`src/rtl/mult_issue_ctrl_if.sv`:
```
// Bus bundle for mult_issue_ctrl: issue-slot requests, multiplier drive/return, CDB side and error flag.
// master = surrounding pipeline/multiplier/CDB, slave = the issue controller.
`ifndef XLEN
`define XLEN 32
`endif

interface mult_issue_ctrl_if #(
  parameter int unsigned TAG_W = 5
);
  logic                        squash;
  logic [1:0]                  req_valid;
  logic [1:0][`XLEN-1:0]       req_opa;
  logic [1:0][`XLEN-1:0]       req_opb;
  logic [1:0][1:0]             req_func;
  logic [1:0][TAG_W-1:0]       req_tag;
  logic [1:0]                  req_grant;
  logic                        fu_issue;
  logic [`XLEN-1:0]            fu_opa;
  logic [`XLEN-1:0]            fu_opb;
  logic [1:0]                  fu_func;
  logic                        fu_done;
  logic [`XLEN-1:0]            fu_result;
  logic                        cdb_req;
  logic [TAG_W-1:0]            cdb_tag;
  logic [`XLEN-1:0]            cdb_value;
  logic                        cdb_grant;
  logic                        proto_err;

  modport master (
    output squash, req_valid, req_opa, req_opb, req_func, req_tag,
    output fu_done, fu_result, cdb_grant,
    input  req_grant, fu_issue, fu_opa, fu_opb, fu_func,
    input  cdb_req, cdb_tag, cdb_value, proto_err
  );

  modport slave (
    input  squash, req_valid, req_opa, req_opb, req_func, req_tag,
    input  fu_done, fu_result, cdb_grant,
    output req_grant, fu_issue, fu_opa, fu_opb, fu_func,
    output cdb_req, cdb_tag, cdb_value, proto_err
  );
endinterface

```
`src/rtl/mult_issue_ctrl.sv`:
```
// Round-robin issue controller and credit-managed result FIFO for the shared fixed-latency multiplier.
// Optional MULT_ISSUE_PERF_EN adds saturating issue and credit-stall counters.
`ifndef XLEN
`define XLEN 32
`endif

module mult_issue_ctrl #(
  parameter int unsigned LAT       = 4,
  parameter int unsigned BUF_DEPTH = 4,
  parameter int unsigned TAG_W     = 5
) (
  input  logic             clock,
  input  logic             reset,
  mult_issue_ctrl_if.slave bus
`ifdef MULT_ISSUE_PERF_EN
  ,
  output logic [31:0]      perf_issued,
  output logic [31:0]      perf_credit_stall
`endif
);

  localparam int unsigned XW     = `XLEN;
  localparam int unsigned PTR_W  = (BUF_DEPTH > 1) ? $clog2(BUF_DEPTH) : 1;
  localparam int unsigned CNT_W  = $clog2(BUF_DEPTH + 1);
  localparam int unsigned USED_W = $clog2(LAT + BUF_DEPTH + 2);

  typedef struct packed {
    logic [TAG_W-1:0] tag;
    logic [XW-1:0]    value;
  } cdb_entry_t;

  logic             rr_q;
  logic             iss_valid_q;
  logic [XW-1:0]    iss_opa_q;
  logic [XW-1:0]    iss_opb_q;
  logic [1:0]       iss_func_q;
  logic [TAG_W-1:0] iss_tag_q;

  logic [LAT-1:0]   occ_q;
  logic [LAT-1:0]   live_q;
  logic [TAG_W-1:0] tag_q [LAT];

  cdb_entry_t       fifo_q [BUF_DEPTH];
  logic [PTR_W-1:0] rd_ptr_q;
  logic [PTR_W-1:0] wr_ptr_q;
  logic [CNT_W-1:0] count_q;
  logic             proto_err_q;

  logic [USED_W-1:0] pipe_cnt;
  logic [USED_W-1:0] used;
  logic              grant_ok;
  logic [1:0]        grant;
  logic              grant_idx;
  logic              any_grant;
  logic              fifo_empty;
  logic              fifo_full;
  logic              ret_occ;
  logic              ret_live;
  logic              push;
  logic              pop;
  logic              err_set;
  cdb_entry_t        head;

  function automatic logic [PTR_W-1:0] next_ptr(input logic [PTR_W-1:0] p);
    return (p == PTR_W'(BUF_DEPTH - 1)) ? '0 : p + PTR_W'(1);
  endfunction

  // Credits consumed: ops in the multiplier, the issue register and buffered results.
  always_comb begin
    pipe_cnt = '0;
    for (int i = 0; i < LAT; i++) begin
      pipe_cnt = pipe_cnt + USED_W'(occ_q[i]);
    end
    used = pipe_cnt + USED_W'(iss_valid_q) + USED_W'(count_q);
  end

  assign grant_ok = (used < USED_W'(BUF_DEPTH)) & ~bus.squash & ~reset;

  always_comb begin
    grant = 2'b00;
    if (grant_ok) begin
      case (bus.req_valid)
        2'b01:   grant = 2'b01;
        2'b10:   grant = 2'b10;
        2'b11:   grant = rr_q ? 2'b10 : 2'b01;
        default: grant = 2'b00;
      endcase
    end
  end

  assign grant_idx  = grant[1];
  assign any_grant  = |grant;
  assign fifo_empty = (count_q == '0);
  assign fifo_full  = (count_q == CNT_W'(BUF_DEPTH));
  assign ret_occ    = occ_q[LAT-1];
  assign ret_live   = live_q[LAT-1];
  assign push       = bus.fu_done & ret_occ & ret_live & ~bus.squash & ~fifo_full;
  assign pop        = ~fifo_empty & bus.cdb_grant;
  assign err_set    = (bus.fu_done & ~ret_occ) | (~bus.fu_done & ret_occ)
                    | (bus.fu_done & ret_occ & ret_live & ~bus.squash & fifo_full);
  assign head       = fifo_q[rd_ptr_q];

  assign bus.req_grant = grant;
  assign bus.fu_issue  = iss_valid_q;
  assign bus.fu_opa    = iss_opa_q;
  assign bus.fu_opb    = iss_opb_q;
  assign bus.fu_func   = iss_func_q;
  assign bus.cdb_req   = ~fifo_empty;
  assign bus.cdb_tag   = fifo_empty ? '0 : head.tag;
  assign bus.cdb_value = fifo_empty ? '0 : head.value;
  assign bus.proto_err = proto_err_q;

  // Issue register and round-robin pointer.
  always_ff @(posedge clock or posedge reset) begin
    if (reset) begin
      rr_q        <= 1'b0;
      iss_valid_q <= 1'b0;
      iss_opa_q   <= '0;
      iss_opb_q   <= '0;
      iss_func_q  <= '0;
      iss_tag_q   <= '0;
    end else begin
      iss_valid_q <= any_grant;
      if (any_grant) begin
        rr_q       <= ~grant_idx;
        iss_opa_q  <= bus.req_opa[grant_idx];
        iss_opb_q  <= bus.req_opb[grant_idx];
        iss_func_q <= bus.req_func[grant_idx];
        iss_tag_q  <= bus.req_tag[grant_idx];
      end
    end
  end

  // Tag pipe mirrors the multiplier; squash kills liveness but keeps occupancy for credit return.
  always_ff @(posedge clock or posedge reset) begin
    if (reset) begin
      occ_q  <= '0;
      live_q <= '0;
      for (int i = 0; i < LAT; i++) begin
        tag_q[i] <= '0;
      end
    end else begin
      occ_q[0]  <= iss_valid_q;
      live_q[0] <= iss_valid_q & ~bus.squash;
      tag_q[0]  <= iss_tag_q;
      for (int i = 1; i < LAT; i++) begin
        occ_q[i]  <= occ_q[i-1];
        live_q[i] <= live_q[i-1] & ~bus.squash;
        tag_q[i]  <= tag_q[i-1];
      end
    end
  end

  always_ff @(posedge clock or posedge reset) begin
    if (reset) begin
      rd_ptr_q <= '0;
      wr_ptr_q <= '0;
      count_q  <= '0;
    end else if (bus.squash) begin
      rd_ptr_q <= '0;
      wr_ptr_q <= '0;
      count_q  <= '0;
    end else begin
      if (push) wr_ptr_q <= next_ptr(wr_ptr_q);
      if (pop)  rd_ptr_q <= next_ptr(rd_ptr_q);
      case ({push, pop})
        2'b10:   count_q <= count_q + CNT_W'(1);
        2'b01:   count_q <= count_q - CNT_W'(1);
        default: count_q <= count_q;
      endcase
    end
  end

  always_ff @(posedge clock) begin
    if (push) begin
      fifo_q[wr_ptr_q] <= '{tag: tag_q[LAT-1], value: bus.fu_result};
    end
  end

  always_ff @(posedge clock or posedge reset) begin
    if (reset) proto_err_q <= 1'b0;
    else       proto_err_q <= proto_err_q | err_set;
  end

`ifdef MULT_ISSUE_PERF_EN
  always_ff @(posedge clock or posedge reset) begin
    if (reset) begin
      perf_issued       <= '0;
      perf_credit_stall <= '0;
    end else begin
      if (iss_valid_q && (perf_issued != 32'hFFFF_FFFF)) begin
        perf_issued <= perf_issued + 32'd1;
      end
      if ((|bus.req_valid) && !bus.squash && !any_grant &&
          (perf_credit_stall != 32'hFFFF_FFFF)) begin
        perf_credit_stall <= perf_credit_stall + 32'd1;
      end
    end
  end
`endif

endmodule

```
`src/flat_wrapper.sv`:
```
// flat-port wrapper written by rule: the top's interface ports become plain ports
module mult_issue_ctrl_flat 
#(
  parameter int unsigned LAT       = 4,
  parameter int unsigned BUF_DEPTH = 4,
  parameter int unsigned TAG_W     = 5
)
  (clock, reset, bus_squash, bus_req_valid, bus_req_opa, bus_req_opb, bus_req_func, bus_req_tag, bus_fu_done, bus_fu_result, bus_cdb_grant, bus_req_grant, bus_fu_issue, bus_fu_opa, bus_fu_opb, bus_fu_func, bus_cdb_req, bus_cdb_tag, bus_cdb_value, bus_proto_err);
  mult_issue_ctrl_if #(.TAG_W(TAG_W)) bus_i ();
  input  logic clock;
  input  logic reset;
  input wire logic [$bits(bus_i.squash)-1:0] bus_squash;
  input wire logic [$bits(bus_i.req_valid)-1:0] bus_req_valid;
  input wire logic [$bits(bus_i.req_opa)-1:0] bus_req_opa;
  input wire logic [$bits(bus_i.req_opb)-1:0] bus_req_opb;
  input wire logic [$bits(bus_i.req_func)-1:0] bus_req_func;
  input wire logic [$bits(bus_i.req_tag)-1:0] bus_req_tag;
  input wire logic [$bits(bus_i.fu_done)-1:0] bus_fu_done;
  input wire logic [$bits(bus_i.fu_result)-1:0] bus_fu_result;
  input wire logic [$bits(bus_i.cdb_grant)-1:0] bus_cdb_grant;
  output wire logic [$bits(bus_i.req_grant)-1:0] bus_req_grant;
  output wire logic [$bits(bus_i.fu_issue)-1:0] bus_fu_issue;
  output wire logic [$bits(bus_i.fu_opa)-1:0] bus_fu_opa;
  output wire logic [$bits(bus_i.fu_opb)-1:0] bus_fu_opb;
  output wire logic [$bits(bus_i.fu_func)-1:0] bus_fu_func;
  output wire logic [$bits(bus_i.cdb_req)-1:0] bus_cdb_req;
  output wire logic [$bits(bus_i.cdb_tag)-1:0] bus_cdb_tag;
  output wire logic [$bits(bus_i.cdb_value)-1:0] bus_cdb_value;
  output wire logic [$bits(bus_i.proto_err)-1:0] bus_proto_err;
  assign bus_i.squash = bus_squash;
  assign bus_i.req_valid = bus_req_valid;
  assign bus_i.req_opa = bus_req_opa;
  assign bus_i.req_opb = bus_req_opb;
  assign bus_i.req_func = bus_req_func;
  assign bus_i.req_tag = bus_req_tag;
  assign bus_i.fu_done = bus_fu_done;
  assign bus_i.fu_result = bus_fu_result;
  assign bus_i.cdb_grant = bus_cdb_grant;
  assign bus_req_grant = bus_i.req_grant;
  assign bus_fu_issue = bus_i.fu_issue;
  assign bus_fu_opa = bus_i.fu_opa;
  assign bus_fu_opb = bus_i.fu_opb;
  assign bus_fu_func = bus_i.fu_func;
  assign bus_cdb_req = bus_i.cdb_req;
  assign bus_cdb_tag = bus_i.cdb_tag;
  assign bus_cdb_value = bus_i.cdb_value;
  assign bus_proto_err = bus_i.proto_err;
  mult_issue_ctrl #(.LAT(LAT), .BUF_DEPTH(BUF_DEPTH), .TAG_W(TAG_W)) u_core (.clock(clock), .reset(reset), .bus(bus_i));
endmodule
```
`config.mk`:
```
export PLATFORM = sky130hd
export DESIGN_NAME = mult_issue_ctrl_flat
export DESIGN_NICKNAME = d
export VERILOG_FILES = /design/src/rtl/mult_issue_ctrl_if.sv /design/src/rtl/mult_issue_ctrl.sv /design/src/flat_wrapper.sv
export SDC_FILE = /design/constraint.sdc
export NUM_CORES = 1
export LEC_CHECK = 0
export ABC_AREA = 1
export CAP_MARGIN = 20
export CORE_ASPECT_RATIO = 1.25
export CORE_UTILIZATION = 30
export CTS_CLUSTER_DIAMETER = 200
export CTS_CLUSTER_SIZE = 10
export DETAILED_ROUTE_END_ITERATION = 10
export GPL_ROUTABILITY_DRIVEN = 0
export PLACE_DENSITY_LB_ADDON = 0.08
export SLEW_MARGIN = 20
export SYNTH_ARGS = -nofsm -noshare
export SYNTH_HDL_FRONTEND = slang
export SYNTH_SLANG_ARGS = --single-unit
```
`constraint.sdc`:
```
create_clock -name clock -period 7.33 [get_ports clock]
set_input_delay 1.0995 -clock clock [delete_from_list [all_inputs] [get_ports clock]]
set_output_delay 1.0995 -clock clock [all_outputs]
set_load 0.005 [all_outputs]
```
==> run metrics <==
initial antenna violation count=4; Routed WL per cell=16.7 um; startpoint types=input pin; PortBufs=288; max cap viols=0; RSZ-0062 raised after global routing=no; Seq/Total Area, Yosys=61.4%; DIE WIDTH=178 um; fraction of layout cells with a size suffix above 1=6.55%; mean post-synth cell area=9.77 um2; PostCTS Resize Cnt=0; GRT Residual Overflow=0; vias per cell=4.56; largest net degree at the start of global routing=81; fmax=0.198 GHz; Fin Hold WS=340 ps; standard-cell rows=80; number of CTS-inserted buffers=29; initial drt markers=292; vias in the first global route=9278; Tcrit/Tclk final=69.0%; crit path time final=5060 ps; worst path arrival time=3960 ps; nets@finish=1643; Buf/Inv on CP=5; final instance area=0.0157 mm2; final hold violations=0; crit end category=output port; Critical-path top delay cell=nor2_8; Root Driver=clkbuf_16; first-pass GRT wire length=51600 um; Post-Syn Nets=1389; fin util=41.2%; Die H=223 um; post-route ant nets=0; die area=0.0397 mm2; DP Wirelength=19500 um; Least-Margin Pin Slew=1000 ps; IO Pins=289; worst-skew pair later-pin latency=540 ps; final slew viol count=0; Slew headroom=33.1%; warnings from Yosys=0; cell area after placement=0.0149 mm2; Pleak=0.00676 uW; synthesized flop and latch total=257; vias post-DR=8937; All-Layer GR Usage=16.6%; DRC=0; skew final=12.9 ps; iteration count of the initial detailed-routing pass=4; setup bufs post-CTS=0; family with the most delay on the worst path=buffers and inverters; Setup CP Type=in -> out; PwrDens=238 mW/mm2; Starting Density=30.5%; status=complete, no violations; cts hold-fix bufs=0; CTS tree=yes; Netlist cell types=27; CP required=6230 ps; CP cell instances=clkdlybuf4s50_1 -> inv_4 -> nand2_1 -> nor2_8 -> buf_12 -> nand3_4 -> inv_1 -> clkdlybuf4s50_1; Cell Area, Synth=0.0117 mm2; Core ar.=0.0382 mm2; Area Growth Syn to Fin=34.8%; Final Setup Violations=0; clk buf depth=3; Syn Inst Count=1195; drt total wl=32700 um; final setup margin=2270 ps; H-tree depth reported by CTS=1; CTS clk-pin slew, worst paths=60 ps; most frequent cell on the critical path=clkdlybuf4s50_1; slowest stage delay, CP=540 ps; VDD IR max=0.000150 V; dpl ws=1950 ps; Tightest Hold Check Type=reg -> reg; Setup TNS Final=0 ps; crit path max fanout=45; Sink Count=257
synth_stat cells (all sizes together):
master	instances	area, um2
fa	2	40.0
nand2	163	619
nand4	72	450
inv	174	653
o31ai	1	7.51
nor3	1	5.00
buf	32	230
dfrtp	109	2730
clkbuf	47	176
nand3	150	938
a21oi	39	195
ha	11	138
o21ai	80	400
xnor2	1	8.76
edfxtp	148	4440
or2	1	8.76
nor2	163	628
a22oi	1	7.51
power by group:
group / total (uW) / leakage, uW / switching [uW] / internal [uW]
clock: 1270 / 0.000381 / 547 / 725
sequential: 1790 / 0.00269 / 94.4 / 1690
combinational: 680 / 0.00369 / 303 / 377
sequential cells by signal, indices dropped and copies added (netlist names):
name,flops
u_core.bus.fu_func,2
u_core.wr_ptr_q,2
u_core.iss_tag_q,5
u_core.rd_ptr_q,2
u_core.live_q,4
u_core.rr_q,1
u_core.bus.fu_opa,32
u_core.bus.proto_err,1
u_core.count_q,3
u_core.bus.fu_opb,32
u_core.occ_q,4
u_core.tag_q,20
u_core.fifo_q,148
u_core.bus.fu_issue,1
per-stage QoR:
stage | std cells | total power (uW)
6_report | 1958 | 3740
5_1_grt | 1957 | 3930
4_1_cts | 1956 | 3800
3_5_place_dp | 1909 | 2500
3_3_place_gp | 1909 | 2510
2_1_floorplan | 1195 | 2090
cells by family after synthesis:
kind of cell	Yosys count	share of synthesized area, %
AO/OA/AOI/OAI	121	5.23
XOR/XNOR	1	0.0750
adder cells (fa/ha/maj)	13	1.52
buffers and inverters	253	9.07
flip-flops	257	61.4
AND/OR/NAND/NOR	550	22.7
cell type report:
class	count	area, um2
sequential	257	7170
timing repair buffer	302	3000
clock buffer	46	790
multi-input combinational	685	3490
fill	3794	22500
inverter	174	656
clock inverter	1	5.00
antenna	1	2.50
tap	492	616
metal layers:
metal | share of wire [%] | track usage [%] | routed length [um] | vias up
met2 | 48 | 28.5 | 15800 | 241
met5 | 0.040 | 0 | 13 | -
li1 | - | - | - | 4450
met1 | 42 | 20.1 | 13600 | 4203
met3 | 8.1 | 5.22 | 2660 | 41
met4 | 1.7 | 3.96 | 563 | 2
worst paths after layout:
check | from | endpoint | slack (ps) | cells past startpoint
max | reset | bus_req_grant[0] | 2270 | 8
min in group asynchronous | reset | u_core.bus.fu_opa[18]$_DFFE_PP0P_ | 980 | 2
min | u_core.tag_q[13]$_DFF_PP0_ | u_core.tag_q[8]$_DFF_PP0_ | 340 | 0
min reg2reg | u_core.tag_q[13]$_DFF_PP0_ | u_core.tag_q[8]$_DFF_PP0_ | 340 | 0
max reg2reg | u_core.occ_q[1]$_DFF_PP0_ | u_core.bus.fu_opa[13]$_DFFE_PP0P_ | 2840 | 14
max in group asynchronous | reset | u_core.rd_ptr_q[1]$_DFFE_PP0P_ | 4940 | 3
layout by cell type, fill, tap and decap left out, types with 2 or more instances in the layout:
master           synthesis  routed
clkbuf_1                47      17
dfrtp_2                  0       2
a21oi_1                 39      39
nor2_4                   0       5
fa_1                     2       2
nor2_1                 162     157
inv_1                  171     169
ha_1                    11      11
nand3_4                  1       2
clkdlybuf4s50_1          0     288
inv_2                    3       4
nand3_2                 35      34
nand4_1                 72      72
nand2_1                162     161
buf_4                    1      13
clkbuf_16                0      29
edfxtp_1               148     148
o21ai_0                 79      79
dfrtp_1                109     107
nand3_1                114     114
No activity file was read; power rests on OpenSTA's default activity.
